$ cat src/rtl/sc_lifecontroller.sv
// sc_lifecontroller -- life-loss sequencer in front of the live counter.
// Converts the collision level into one CUENTA decrement pulse per hit, runs a
// respawn/invulnerability window after each hit and raises a sticky game-over
// once the fed-back life count reaches zero.
// Optional build macro: SC_LIFECTRL_DEBOUNCE_EN -- replaces rising-edge hit
// detection with a DEBOUNCE_CYCLES-long saturating debounce counter.
module sc_lifecontroller #(
    parameter int unsigned GRACE_CYCLES    = 50000000,
    parameter int unsigned TIMER_WIDTH     = 26,
    parameter int unsigned DEBOUNCE_CYCLES = 4
) (
    input  logic       SC_LIVECOUNTER_CLOCK_50,
    input  logic       SC_LIVECOUNTER_RESET_InHigh,
    input  logic       SC_LIFECTRL_COLLISION_In,
    input  logic [3:0] SC_LIFECTRL_LIVES_InBUS,
    output logic       SC_LIFECTRL_CUENTA_Out,
    output logic       SC_LIFECTRL_RESPAWN_Out,
    output logic       SC_LIFECTRL_INVULN_Out,
    output logic       SC_LIFECTRL_GAMEOVER_Out
);

    // Reject parameter sets the grace timer or debounce counter cannot represent.
    if (GRACE_CYCLES < 1 || GRACE_CYCLES >= (64'd1 << TIMER_WIDTH) || DEBOUNCE_CYCLES < 1) begin : g_bad_params
        $error("sc_lifecontroller: GRACE_CYCLES/DEBOUNCE_CYCLES out of range");
    end

    typedef enum logic [2:0] {
        ST_PLAY,
        ST_HIT,
        ST_CHECK,
        ST_RESPAWN,
        ST_GAMEOVER
    } state_t;

    // Timer counts GRACE_CYCLES-1 down to 0, so the window lasts GRACE_CYCLES cycles.
    localparam logic [TIMER_WIDTH-1:0] GRACE_LOAD = TIMER_WIDTH'(GRACE_CYCLES - 1);

    state_t                 state;
    state_t                 state_next;
    logic [TIMER_WIDTH-1:0] timer;
    logic                   hit;
    logic                   no_lives;

    assign no_lives = (SC_LIFECTRL_LIVES_InBUS == 4'd0);

`ifdef SC_LIFECTRL_DEBOUNCE_EN
    localparam int unsigned      DB_W   = $clog2(DEBOUNCE_CYCLES + 1);
    localparam logic [DB_W-1:0]  DB_MAX = DB_W'(DEBOUNCE_CYCLES);
    localparam logic [DB_W-1:0]  DB_HIT = DB_W'(DEBOUNCE_CYCLES - 1);

    logic [DB_W-1:0] db_count;

    // Saturating run-length of high collision samples; frozen at 0 while invulnerable or dead.
    always_ff @(posedge SC_LIVECOUNTER_CLOCK_50 or posedge SC_LIVECOUNTER_RESET_InHigh) begin
        if (SC_LIVECOUNTER_RESET_InHigh) begin
            db_count <= '0;
        end else if (!SC_LIFECTRL_COLLISION_In || state == ST_RESPAWN || state == ST_GAMEOVER) begin
            db_count <= '0;
        end else if (db_count != DB_MAX) begin
            db_count <= db_count + 1'b1;
        end
    end

    // A hit is the single cycle in which the run length reaches DEBOUNCE_CYCLES.
    assign hit = SC_LIFECTRL_COLLISION_In && (db_count == DB_HIT);
`else
    logic collision_q;

    // Collision history: last cycle's sample, kept updating in every state.
    always_ff @(posedge SC_LIVECOUNTER_CLOCK_50 or posedge SC_LIVECOUNTER_RESET_InHigh) begin
        if (SC_LIVECOUNTER_RESET_InHigh) begin
            collision_q <= 1'b0;
        end else begin
            // NOTE: non-blocking so every register samples pre-edge values, independent of block order.
            collision_q <= SC_LIFECTRL_COLLISION_In;
        end
    end

    // Rising edge only: a collision held high never counts twice.
    assign hit = SC_LIFECTRL_COLLISION_In && !collision_q;
`endif

    // State register.
    always_ff @(posedge SC_LIVECOUNTER_CLOCK_50 or posedge SC_LIVECOUNTER_RESET_InHigh) begin
        if (SC_LIVECOUNTER_RESET_InHigh) begin
            state <= ST_PLAY;
        end else begin
            state <= state_next;
        end
    end

    // Grace timer: loaded on entry to RESPAWN, counts down to 0 without wrapping.
    always_ff @(posedge SC_LIVECOUNTER_CLOCK_50 or posedge SC_LIVECOUNTER_RESET_InHigh) begin
        if (SC_LIVECOUNTER_RESET_InHigh) begin
            timer <= '0;
        end else if (state == ST_CHECK && state_next == ST_RESPAWN) begin
            timer <= GRACE_LOAD;
        end else if (state == ST_RESPAWN && timer != '0) begin
            timer <= timer - 1'b1;
        end
    end

    // Next-state decode; hits are only honoured in PLAY.
    always_comb begin
        // NOTE: default assignment first so no path leaves state_next unassigned (no latch).
        state_next = state;
        case (state)
            ST_PLAY: begin
                if (no_lives) begin
                    state_next = ST_GAMEOVER;
                end else if (hit) begin
                    state_next = ST_HIT;
                end
            end
            ST_HIT: begin
                state_next = ST_CHECK;
            end
            ST_CHECK: begin
                // The live counter has already applied the decrement here.
                state_next = no_lives ? ST_GAMEOVER : ST_RESPAWN;
            end
            ST_RESPAWN: begin
                if (timer == '0) begin
                    state_next = ST_PLAY;
                end
            end
            ST_GAMEOVER: begin
                state_next = ST_GAMEOVER;
            end
            default: begin
                state_next = ST_PLAY;
            end
        endcase
    end

    // Moore output decode from registered state and timer only.
    always_comb begin
        SC_LIFECTRL_CUENTA_Out   = (state == ST_HIT);
        SC_LIFECTRL_RESPAWN_Out  = (state == ST_RESPAWN) && (timer == GRACE_LOAD);
        SC_LIFECTRL_INVULN_Out   = (state == ST_RESPAWN);
        SC_LIFECTRL_GAMEOVER_Out = (state == ST_GAMEOVER);
    end

endmodule
$ cat config.mk
export PLATFORM = sky130hd
export DESIGN_NAME = sc_lifecontroller
export DESIGN_NICKNAME = d
export VERILOG_FILES = /design/src/rtl/sc_lifecontroller.sv
export SDC_FILE = /design/constraint.sdc
export NUM_CORES = 1
export LEC_CHECK = 0
export ABC_AREA = 0
export BUFFER_PORTS_ARGS = -buffer_cell sky130_fd_sc_hd__buf_4
export CAP_MARGIN = 30
export CORE_UTILIZATION = 59
export DETAILED_ROUTE_END_ITERATION = 12
export GPL_TIMING_DRIVEN = 0
export HOLD_SLACK_MARGIN = 0.15
export PLACE_DENSITY_LB_ADDON = 0.1
export SYNTH_ARGS = -nofsm -noshare
export SYNTH_HDL_FRONTEND = slang
export SYNTH_SLANG_ARGS = --single-unit
$ cat constraint.sdc
create_clock -name SC_LIVECOUNTER_CLOCK_50 -period 2.6 [get_ports SC_LIVECOUNTER_CLOCK_50]
set_clock_uncertainty 0.15 [all_clocks]
set_input_delay 0 -clock SC_LIVECOUNTER_CLOCK_50 [delete_from_list [all_inputs] [get_ports SC_LIVECOUNTER_CLOCK_50]]
set_output_delay 0 -clock SC_LIVECOUNTER_CLOCK_50 [all_outputs]
set_load 0.02 [all_outputs]
==> impl.org, run 1 <==
** Global routing
- For this run, global-route usage on met3 was measured as between 6 and 7%.
- Met2 capacity usage during global routing :: 44.4%
- The layer flagged by global routing as most heavily used is met2.
- Number of global-route vias before repair :: between 1000 and 1500
- Global routing used 25.3% of the available tracks.
- Met1 usage :: 30.4%
- Entering global routing, the biggest net connects 17 pins.
- After global routing the overflow that remains totals 0.
- Wire length of the first global-routing pass :: 6.14 mm
- Initial antenna violation count :: 0

** Worst setup path
- STA puts the critical path data arrival time at 2540 ps.
- Critical Path Source Type :: flip-flop
- The critical path goes through inv_1 -> ha_4 -> or4b_4 -> nor4_4 -> buf_4 -> buf_4 -> a211o_2 -> xor2_1 -> nand2_1.
- Gate family responsible for the most delay along the worst path :: simple AND/OR/NAND/NOR gates
- Cell repeated most along the worst path :: sky130_fd_sc_hd__buf_4
- Combined buffer and inverter count along the critical path :: 3
- Worst-path fanout max :: 8
- The slowest stage of the critical path is the sky130_fd_sc_hd__or4b_4 cell.
- Delay contributed by the slowest stage of the critical path :: approximately 480 ps
- STA puts the critical path data required time at 2650 ps.
- Type of the worst setup path :: reg -> reg
- The worst setup path is captured at a flip-flop.

** Synth
- For this run, the number of Yosys warnings is 0.
- After synthesis, the mean cell area works out to 9.63 sq um.
- Most used DFF post-synth :: sky130_fd_sc_hd__dfrtp_1
- Synthesis handed over a netlist of between 150 and 200 instances.
- Sequential cell area fraction in the yosys report :: between 40 and 50%
- The biggest area contributor in the post-synthesis netlist is sky130_fd_sc_hd__dfrtp_1.
- Yosys attributes the largest share of cell area to sky130_fd_sc_hd__dfrtp_1, sky130_fd_sc_hd__nor2_1, sky130_fd_sc_hd__nand3_1, sky130_fd_sc_hd__nor4_1, sky130_fd_sc_hd__or3_1.
- The netlist uses 46 different library cells.
- Number of nets in the synthesized netlist :: 184
- Top-count cell post-synth :: sky130_fd_sc_hd__dfrtp_1
- The share of synthesized area in the top cell type comes to 44.5%.
- In this run, synthesis produced a sequential element count of 30.
- The synthesized netlist occupies a cell area of between 0.0015 and 0.002 sq mm.
- Counting flops with an async set or reset pin after synthesis yields a share of 100%.
- Sorting the synthesized cells by how often they occur yields sky130_fd_sc_hd__dfrtp_1, sky130_fd_sc_hd__nor2_1, sky130_fd_sc_hd__nand2_1, sky130_fd_sc_hd__nand3_1.
- The synthesized design contains 0 enable-type register cells.

** Placement
- After detailed placement, the design holds a cell count of 217.
- Detailed placement ended at an HPWL of 2.61 mm.
- At the end of routability-driven placement, the weighted congestion stood at 0.796.
- Input/output buffers :: 10

** Timing
- Final worst-path cycle share :: 95.5%
- In this run the tightest slew margin relative to its limit is between 50% and 60%.
- Final setup violation count :: 0
- At the pin with the least slew margin, the transition time is 646 ps.
- Final-layout setup total negative slack :: 0 ps
- The number of hold-slack violations in the final timing report came to 0.
- Count of pins over their slew limit :: 0
- Based on the critical path, the design can be clocked at up to 403 MHz.
- WHS :: ~170 ps
- For the finished layout, the period the worst path requires is 2480 ps.

** Die
- The floorplan step set the die width to 55.4 um.
- 11 I/O pins were placed.
- Core area :: 0.00273 sq mm
- Effective utilization at floorplan :: 61.6%
- Die ar. :: 0.00307 sq mm
- The initialized floorplan defines 19 standard-cell rows.
- In this run the vertical extent of the chip is 55.4 um.

** Layout
- Count of filler cells inserted in the layout :: ~210
- The repair_antennas step left the layout with diodes totalling 0.
- Fin nets :: roughly 210
- Layout area overhead :: 18.1%
- Cells with a size suffix above 1 make up around a fifth of the layout.
- At the end of the flow the core is filled with cells to 72.8%.
- Post-Layout Cell Count :: 234

** Clock network
- TritonCTS built the clock tree.
- Clock latency on the worst-skew pair, taken at its later pin, is about 330 ps.
- Buffers inserted during clock tree synthesis total 5.
- The H-tree was split into 2 levels.
- CTS root buf :: sky130_fd_sc_hd__clkbuf_4
- Number of buffers between clock root and the deepest sink :: 2
- After clock tree synthesis, the clock-pin slew on the worst setup and hold paths is around 100 ps.
- The tree built by TritonCTS fans out to 30 sinks.

** Pwr
- Pleak :: a little under 0.8 nW
- Power spread over the standard cell area amounts to 678 mW/mm^2.
- VDD sags by at most around 0.67 mV.
- Total power for the finished layout comes to 1.35 mW.

** Drt
- Detailed-route DRC error count :: 0
- For this block, the initial DRC count from the detailed router was 42.
- Using the TritonRoute via totals, the vias-per-cell ratio works out to 6.35.
- After detailed routing, the average wire length per cell comes to approximately 16 um.
- Routed vias :: 1486
- Routed Antenna Nets :: 0
- Before antenna repair, the detailed router went through 4 iterations.
- For this block, the routed nets add up to 3.74 mm of wire.

** Run
- Maximum Capacitance Violations :: 0

** Run status
- Result of the run :: completed

** Worst hold path
- Tightest Hold Check Type :: in -> async
[where the power goes]
group | switching, mW | leakage, nW | internal, mW
clock | 0.160 | 0.0353 | 0.131
combinational | 0.319 | 0.412 | 0.198
sequential | 0.0361 | 0.321 | 0.507
total | 0.515 | 0.768 | 0.835
[worst register-to-register path, stage by stage (launching register included)]
cell and delay (ps):
sky130_fd_sc_hd__dfrtp_2 420, sky130_fd_sc_hd__inv_1 100, sky130_fd_sc_hd__ha_4 170, sky130_fd_sc_hd__or4b_4 480
sky130_fd_sc_hd__nor4_4 300, sky130_fd_sc_hd__buf_4 190, sky130_fd_sc_hd__buf_4 110, sky130_fd_sc_hd__a211o_2 200
sky130_fd_sc_hd__xor2_1 170, sky130_fd_sc_hd__nand2_1 70
[cell families after synthesis]
group | synth area share [%]
xor+xnor | 2.60
buf+inv | 3.86
simple gates | 30.6
fa+ha+maj | 1.48
flops | 44.5
mux | 2.38
compound gates | 14.6
[layout by cell type (no fill, tap or decap), drive strengths merged, types with 3 or more instances in the layout]
master	n
a21oi	6
nand4b	3
dfrtp	30
inv	7
a31oi	4
and3	3
dlygate4sd3	4
a211oi	5
buf	19
nor2	15
o21ai	7
or4	5
mux2i	4
nand4	5
nand2b	3
or3	7
xnor2	4
nor4	9
clkbuf	10
nand2	10
nand3	10
nor3	6
[worst paths after layout]
kind	startpoint	to	slack (ps)	cells after the start
setup / recovery	timer[0]	timer[12]	120	9
setup reg to reg	timer[0]	timer[12]	120	9
max in group asynchronous	SC_LIVECOUNTER_RESET_InHigh	timer[0]	1610	4
hold / removal	SC_LIVECOUNTER_RESET_InHigh	timer[15]	170	3
hold reg to reg	state[0]	state[2]	360	1
min in group SC_LIVECOUNTER_CLOCK_50	SC_LIFECTRL_COLLISION_In	collision_q	180	2
[through the flow]
step           instance area, sq um  worst slack [ps]
6_report                       1990               117
5_1_grt                        1990            -0.538
4_1_cts                        1930              29.7
3_5_place_dp                   1830              42.5
3_3_place_gp                   1800               139
2_1_floorplan                  1690               315
[layer usage]
| layer | share of wire [%] | routed length (um) | up-vias |
|---|---|---|---|
| met2 | 51 | 1910 | 45 |
| met5 | 0 | 0 | - |
| met3 | 5.0 | 188 | 8 |
| li1 | - | - | 716 |
| met4 | 1.3 | 48 | 0 |
| met1 | 43 | 1590 | 717 |
[area by class of cell]
cell class,instances,area [sq um],area share [%]
Tap cell,31,38.8,1.95
Inverter,7,26.3,1.32
Clock inverter,1,5.00,0.251
Clock buffer,7,55.1,2.77
Buffer,6,38.8,1.95
Timing Repair Buffer,20,180,9.05
Multi-Input combinational cell,132,895,44.9
Sequential cell,30,752,37.8
[flip-flops by register name, indices dropped and copies added (netlist names)]
register,cells
collision_q,1
state,3
timer,26
[what timing repair did]
action | 4_1_cts | 5_1_grt
gates resized for setup | 0 | 5
endpoints found under the hold margin | 34 | 0
hold buffers | 4 | 0
setup buffers | 0 | 5
setup endpoints to repair | 0 | 21
Power figures use the tool's default switching activity.
==> run 2: changes to the inputs <==
- GPL_TIMING_DRIVEN: 0 -> unset
==> impl.org, run 2 (synthesis results as in run 1) <==
** Timing
- The timing-limited maximum frequency came to 400 MHz (was 403 MHz).
- The pin slew with the least headroom to its limit is 572 ps (was 646 ps).
- The minimum setup slack in the final design was 101 ps (was 117 ps).
- The relative max-transition margin came to 61.5% (was 56.9%).
- Setup repair after global routing left no endpoint under its margin.
- Hold Violations, Final :: 0 (unchanged)
- The final setup TNS came to 0 ps (unchanged).
- Final setup violation count :: 0 (unchanged)
- Clock period minus worst slack :: 2500 ps (was 2480 ps)
- The final number of max-transition violations was 0 (unchanged).
- The ratio of final minimum period to clock period came to 96.1% (was 95.5%).

** Die
- Die ar. :: 0.00307 sq mm (unchanged)
- Effective utilization at floorplan :: 61.6% (unchanged)
- Die extent in x :: 55.4 um (unchanged)
- Chip height :: 55.4 um (unchanged)
- Number of core rows :: 19 (unchanged)
- I/O pin count :: 11 (unchanged)
- Core area :: 0.00273 sq mm (unchanged)

** Drt
- The average routed wire per standard cell came to 16.5 um (was 16.0 um).
- Detailed-route DRC error count :: 0 (unchanged)
- The post-detailed-route via-to-cell ratio came to 6.51 (was 6.35).
- Number of design-rule violations left by the first detailed-router iteration :: 26 (was 42)
- Routed Antenna Nets :: 0 (unchanged)
- The sum of met3 wire segment lengths after detailed routing was 161 um (was 188 um).
- The top routing layer in use was met4 (unchanged).
- Wl on met1 :: 1.61 mm (was 1.59 mm)
- Routed vias :: 1477 (was 1486)
- Overall routed net length :: 3.75 mm (was 3.74 mm)
- The detailed-routing iteration count for the pre-antenna-repair pass came to 4 (unchanged).
- Total met2 wirelength after detailed routing :: 1.91 mm (about the same)

** Layout
- Share of final-layout standard cells stronger than drive strength 1 :: 18.9% (was 19.2%)
- The number of flip-flops in the largest register came to 26 (unchanged).
- The count of fill cells added during filler insertion was 225 (was 214).
- Commonest non-fill, non-tap cells in the layout: sky130_fd_sc_hd__dfrtp_1, sky130_fd_sc_hd__nor2_1, sky130_fd_sc_hd__buf_4 (unchanged).
- Register cell area after layout :: 752 sq um (unchanged)
- The register with the highest flop count was timer (unchanged).
- Leading cell type in the layout, fill and taps excluded :: sky130_fd_sc_hd__dfrtp_1 (unchanged)
- Layout area overhead :: 15.0% (was 18.1%)
- Top Registers: timer (26), state (3), collision_q (1) (unchanged).
- Fin nets :: 204 (was 211)
- Number of inserted diodes :: 0 (unchanged)
- Area of the multi-input gates :: 906 sq um (was 895 sq um)

** Worst setup path
- The category of the worst setup path capture point is a flip-flop (unchanged).
- Worst-path fanout max :: 12 (was 8)
- Data arrival time of the worst path :: 2560 ps (was 2540 ps)
- The critical path start-end classification was reg -> reg (unchanged).
- Critical Path Source Type :: flip-flop (unchanged)
- The required time at the endpoint of the critical path came to 2660 ps (was 2650 ps).

** Placement
- The weighted congestion reported at the end of routability-driven placement is 0.785 (was 0.796).
- The count of port buffers added during placement came to 10 (unchanged).
- The detailed placement HPWL came to 2.61 mm (about the same).
- The worst setup slack after placement came to 96.0 ps (was 42.5 ps).

** Run
- Maximum Capacitance Violations :: 0 (unchanged)

** Clock network
- Clock sink count :: 30 (unchanged)
- The number of buffers added by the clock tree synthesis step came to 5 (unchanged).
- CTS clk-pin slew, worst paths :: 90 ps (was 100 ps)
- The clock tree from TritonCTS is built (unchanged).
- The root cell of the clock tree was sky130_fd_sc_hd__clkbuf_4 (unchanged).
- The H-tree depth reported by CTS was 2 (unchanged).
- The deepest clock path buffer count came to 2 (unchanged).
- Source-to-sink clock delay at the later pin of the worst-skew pair :: 340 ps (was 330 ps)

** Global routing
- Total routing resource utilization after global routing :: 27.2% (was 25.3%)
- Initial antenna violation count :: 0 (unchanged)
- The wire length of the first global-routing pass was 6.57 mm (was 6.14 mm).
- Number of global-route vias before repair :: 1481 (was 1379)
- Maximum number of pins on one net before global-route repair :: 31 (was 17)
- The global-route congestion overflow total is 0 (unchanged).

** Pwr
- Total Power :: 1.30 mW (was 1.35 mW)
- The reported leakage power came to 0.724 nW (was 0.768 nW).
- The peak supply drop is 0.622 mV (was 0.670 mV).
- Pwr/cell area :: 670 mW/mm^2 (was 678 mW/mm^2)

** Worst hold path
- The class of the tightest hold or removal check was in -> reg (was in -> async).

** Run status
- Result of the run :: completed (unchanged)
[run 2: cell types whose count changed in the layout (fill, tap and decap cells not counted), sizes merged]
| cell | change |
|---|---|
| dlygate4sd3 | +1 |
| buf | -5 |
| clkbuf | -3 |
[run 2: area by class of cell]
class | instances | area share, %
sequential | 30 | 38.8
multi-input combinational | 132 | 46.7
inverter | 7 | 1.36
tap | 31 | 2.00
timing repair buffer | 19 | 8.01
clock buffer | 7 | 2.84
clock inverter | 1 | 0.258
[run 2: worst paths after layout]
check                                             from  cells after the start  slack (ps)          end
min in group asynchronous  SC_LIVECOUNTER_RESET_InHigh                      5         700    timer[24]
hold reg to reg                               state[0]                      1         350     state[2]
setup / recovery                              timer[0]                      7         100     state[1]
max in group asynchronous  SC_LIVECOUNTER_RESET_InHigh                      5        1300     timer[0]
hold / removal                SC_LIFECTRL_COLLISION_In                      2         170  collision_q
setup reg to reg                              timer[0]                      7         100     state[1]
[run 2: worst max-delay path, cell delays in order, from the launching register on]
cell                      delay, ps
sky130_fd_sc_hd__dfrtp_2        450
sky130_fd_sc_hd__inv_1           70
sky130_fd_sc_hd__ha_2           240
sky130_fd_sc_hd__or4b_4         500
sky130_fd_sc_hd__nor4_4         270
sky130_fd_sc_hd__buf_4          200
sky130_fd_sc_hd__a21oi_4        120
sky130_fd_sc_hd__or3_1          370
[run 2: per-stage QoR]
stage / std cells / utilization, % / instance area [sq um] / hold WS (ps)
finish: 227 / 70.9 / 1940 / 175
global route: 227 / 70.9 / 1940 / 167
CTS: 226 / 69.2 / 1890 / 168
detailed placement: 213 / 65.2 / 1780 / -44.2
global placement: 213 / 65.2 / 1780 / -53.8
floorplan: 175 / - / 1690 / -119
[run 2: metal layers]
layer / vias to the layer above / global-route usage, %
met5: - / 0
met4: 0 / 13.2
met3: 10 / 6.32
met2: 44 / 46.8
met1: 720 / 31.8
li1: 703 / -
[run 2: power breakdown]
part / total, mW / internal [mW] / leakage, nW / switching (mW)
combinational: 0.439 / 0.154 / 0.368 / 0.285
sequential: 0.565 / 0.507 / 0.321 / 0.0582
clock: 0.295 / 0.131 / 0.0353 / 0.164
total: 1.30 / 0.792 / 0.724 / 0.507
[run 2: repair_timing]
action,in CTS,in global routing
hold buffers,5,0
hold endpoints to repair,33,0
setup buffers,0,1
setup endpoints to repair,0,11
resized for setup,0,8
==> run 3: changes to the inputs <==
- CORE_ASPECT_RATIO: unset -> 1.75
==> impl.org, run 3 (synthesis results as in run 1) <==
** Run status
- Result of the run :: completed (unchanged)

** Layout
- The sequential cell area is 751 sq um (was 752 sq um).
- Top Registers :: timer (26), state (3), collision_q (1) (unchanged)
- The net total in the final layout came to 205 (was 204).
- Number of inserted diodes :: 0 (unchanged)
- Share of final-layout standard cells stronger than drive strength 1 :: 14.8% (was 18.9%)
- The count of fill cells added during filler insertion is 202 (was 225).
- The multi-input combinational cell area is 885 sq um (was 906 sq um).
- The filler-free cell count of the finished design came to 223 (was 227).
- Reg with most FFs :: timer (unchanged)
- The number of flip-flops in the largest register is 26 (unchanged).
- Commonest non-fill, non-tap cells in the layout: sky130_fd_sc_hd__dfrtp_1, sky130_fd_sc_hd__nor2_1, sky130_fd_sc_hd__buf_4 (unchanged).
- The area growth from synthesis to final layout was 14.9% (was 15.0%).
- The most frequent standard cell in the layout excluding fill and tap cells was sky130_fd_sc_hd__dfrtp_1 (unchanged).

** Die
- Number of core rows :: 25 (was 19)
- The I/O pin count came to 11 (unchanged).
- Chip height :: 72.7 um (was 55.4 um)
- The area enclosed by the die boundary is 0.00308 sq mm (was 0.00307 sq mm).
- Core area :: 0.00272 sq mm (was 0.00273 sq mm)
- The horizontal die dimension came to 42.4 um (was 55.4 um).
- Effective utilization at floorplan :: 61.9% (was 61.6%)

** Clock network
- Clock sink count :: 30 (unchanged)
- The root cell of the clock tree is sky130_fd_sc_hd__clkbuf_8 (was sky130_fd_sc_hd__clkbuf_4).
- Number of clock buffers inserted by TritonCTS :: 5 (unchanged)
- Source-to-sink clock delay at the later pin of the worst-skew pair :: 280 ps (was 340 ps)
- Number of H-tree branching levels :: 2 (unchanged)
- The clock tree from TritonCTS was built (unchanged).
- CTS clk-pin slew, worst paths :: 60 ps (was 90 ps)
- The deepest clock path buffer count came to 2 (unchanged).

** Drt
- Routed vias :: 1485 (was 1477)
- The routed wire length came to 3.86 mm (was 3.75 mm).
- The detailed router's first-iteration violation count is 41 (was 26).
- The post-detailed-route via-to-cell ratio came to 6.66 (was 6.51).
- The count of nets left with antenna violations after detail routing is 0 (unchanged).
- The number of design rule violations left after detail routing came to 0 (unchanged).
- Detailed-route wire length per cell :: 17.3 um (was 16.5 um)
- First-pass DRT Iterations :: 4 (unchanged)

** Timing
- Tightest slew margin relative to the limit :: 57.0% (was 61.5%)
- The count of endpoints failing setup in the final report was 0 (unchanged).
- FMAX :: 409 MHz (was 400 MHz)
- The final number of max-transition violations came to 0 (unchanged).
- Final-layout setup total negative slack :: 0 ps (unchanged)
- Setup repair after global routing missed its margin :: no (unchanged)
- The pin slew with the least headroom to its limit came to 629 ps (was 572 ps).
- The number of hold-slack violations in the final timing report is 0 (unchanged).
- Clock period minus worst slack :: 2440 ps (was 2500 ps)
- The ratio of final minimum period to clock period is 93.9% (was 96.1%).

** Global routing
- The via count of the first global-routing pass came to 1573 (was 1481).
- The global-route congestion overflow total was 0 (unchanged).
- Maximum number of pins on one net before global-route repair :: 31 (unchanged)
- The wire length of the first global-routing pass was 6.88 mm (was 6.57 mm).
- The number of antenna violations at the first check in global routing was 0 (unchanged).
- The total global-route track usage came to 29.5% (was 27.2%).

** Worst setup path
- The required time at the endpoint of the critical path came to 2610 ps (was 2660 ps).
- Delay contributed by the slowest stage of the critical path :: 600 ps (was 500 ps)
- The buffer and inverter count on the worst path is 0 (was 2).
- Cell-by-cell trace of the critical path: nor4_2 -> nand3_1 -> a2111oi_1 -> xnor2_1 -> nand2_1 (was inv_1 -> ha_2 -> or4b_4 -> nor4_4 -> buf_4 -> a21oi_4 -> or3_1).
- The cell with the largest stage delay on the worst path is sky130_fd_sc_hd__a2111oi_1 (was sky130_fd_sc_hd__or4b_4).
- R2r setup slk :: 160 ps (was 100 ps)
- Critical path origin :: timer[4] (was timer[0])
- Critical Path Source Type :: flip-flop (unchanged)
- Count of cell instances traversed by the critical path :: 5 (was 7)
- The category of the worst setup path capture point is a flip-flop (unchanged).
- R2r endpoint :: timer[13] (was state[1])
- Critical register-to-register path startpoint :: timer[4] (was timer[0])
- The logic depth of the worst register-to-register path was 5 (was 7).
- The category of cells accounting for the largest share of critical-path delay is simple AND/OR/NAND/NOR gates (unchanged).
- The arrival time at the worst endpoint was 2460 ps (was 2560 ps).
- Type of the worst setup path :: reg -> reg (unchanged)
- Worst-path fanout max :: 6 (was 12)
- The capturing instance or port of the critical path is timer[13] (was state[1]).

** Run
- Maximum Capacitance Violations :: 0 (unchanged)

** Placement
- The weighted congestion reported at the end of routability-driven placement was 0.907 (was 0.785).
- Post-placement cell count :: 210 (was 213)
- Input/output buffers :: 10 (unchanged)
- The detailed placement HPWL is 2.77 mm (was 2.61 mm).

** Pwr
- The reported leakage power is 0.726 nW (was 0.724 nW).
- The peak supply drop was 0.612 mV (was 0.622 mV).
- The power after layout was 1.34 mW (was 1.30 mW).
- The cell area power density came to 691 mW/mm^2 (was 670 mW/mm^2).

** Worst hold path
- The class of the tightest hold or removal check was in -> async (was in -> reg).
## run 3: changes by cell type in the layout (fill, tap and decap cells not counted), sizes merged
cell         delta
dlygate4sd3     +1
clkinv          -1
## run 3: layer usage
layer / track usage, % / up-vias / wire length, um
met1: 32.1 / 735 / 1480
met2: 51.3 / 31 / 2120
met5: 0 / - / 0
met3: 6.93 / 14 / 137
met4: 16.7 / 0 / 121
li1: - / 705 / -
## run 3: power by group
part,internal [mW],leakage (nW),switching (mW)
Sequential,0.506,0.321,0.0581
Combinational,0.151,0.367,0.273
Clock,0.184,0.0383,0.166
Total,0.841,0.726,0.498
## run 3: how the worst min path moves through the flow
stage / end / slack [ps] / depth (start not counted) / from
after floorplan: collision_q / -120 / 0 / SC_LIFECTRL_COLLISION_In
after global placement: timer[25] / -50 / 3 / SC_LIVECOUNTER_RESET_InHigh
after detailed placement: timer[23] / -50 / 3 / SC_LIVECOUNTER_RESET_InHigh
after CTS: timer[11] / 200 / 4 / SC_LIVECOUNTER_RESET_InHigh
after global routing: collision_q / 240 / 2 / SC_LIFECTRL_COLLISION_In
final: timer[25] / 200 / 4 / SC_LIVECOUNTER_RESET_InHigh
## run 3: final cells by class
type | count | area share (%)
multi-input combinational | 132 | 45.7
timing repair buffer | 20 | 8.53
tap | 27 | 1.74
clock buffer | 7 | 3.94
sequential | 30 | 38.8
inverter | 7 | 1.36
## run 3: metrics by stage
stage | util, % | instance area, sq um | hold WS, ps | setup WS [ps]
final | 71.2 | 1940 | 203 | 158
after global placement | 65.6 | 1790 | -54.0 | 263
after CTS | 70.6 | 1920 | 202 | 175
after global routing | 71.2 | 1940 | 235 | 3.21
after detailed placement | 65.6 | 1790 | -49.0 | 186
after floorplan | - | 1690 | -119 | 315
## run 3: timing repair
action	in CTS	in global routing
hold buffers	6	0
endpoints found under the hold margin	33	0
setup buffers	0	0
setup endpoints to repair	0	4
resized for setup	0	2
## run 3: worst reg2reg max path, stage by stage, from the launching register on
cell                        delay, ps
sky130_fd_sc_hd__dfrtp_1          450
sky130_fd_sc_hd__nor4_2           570
sky130_fd_sc_hd__nand3_1          300
sky130_fd_sc_hd__a2111oi_1        600
sky130_fd_sc_hd__xnor2_1          190
sky130_fd_sc_hd__nand2_1           80
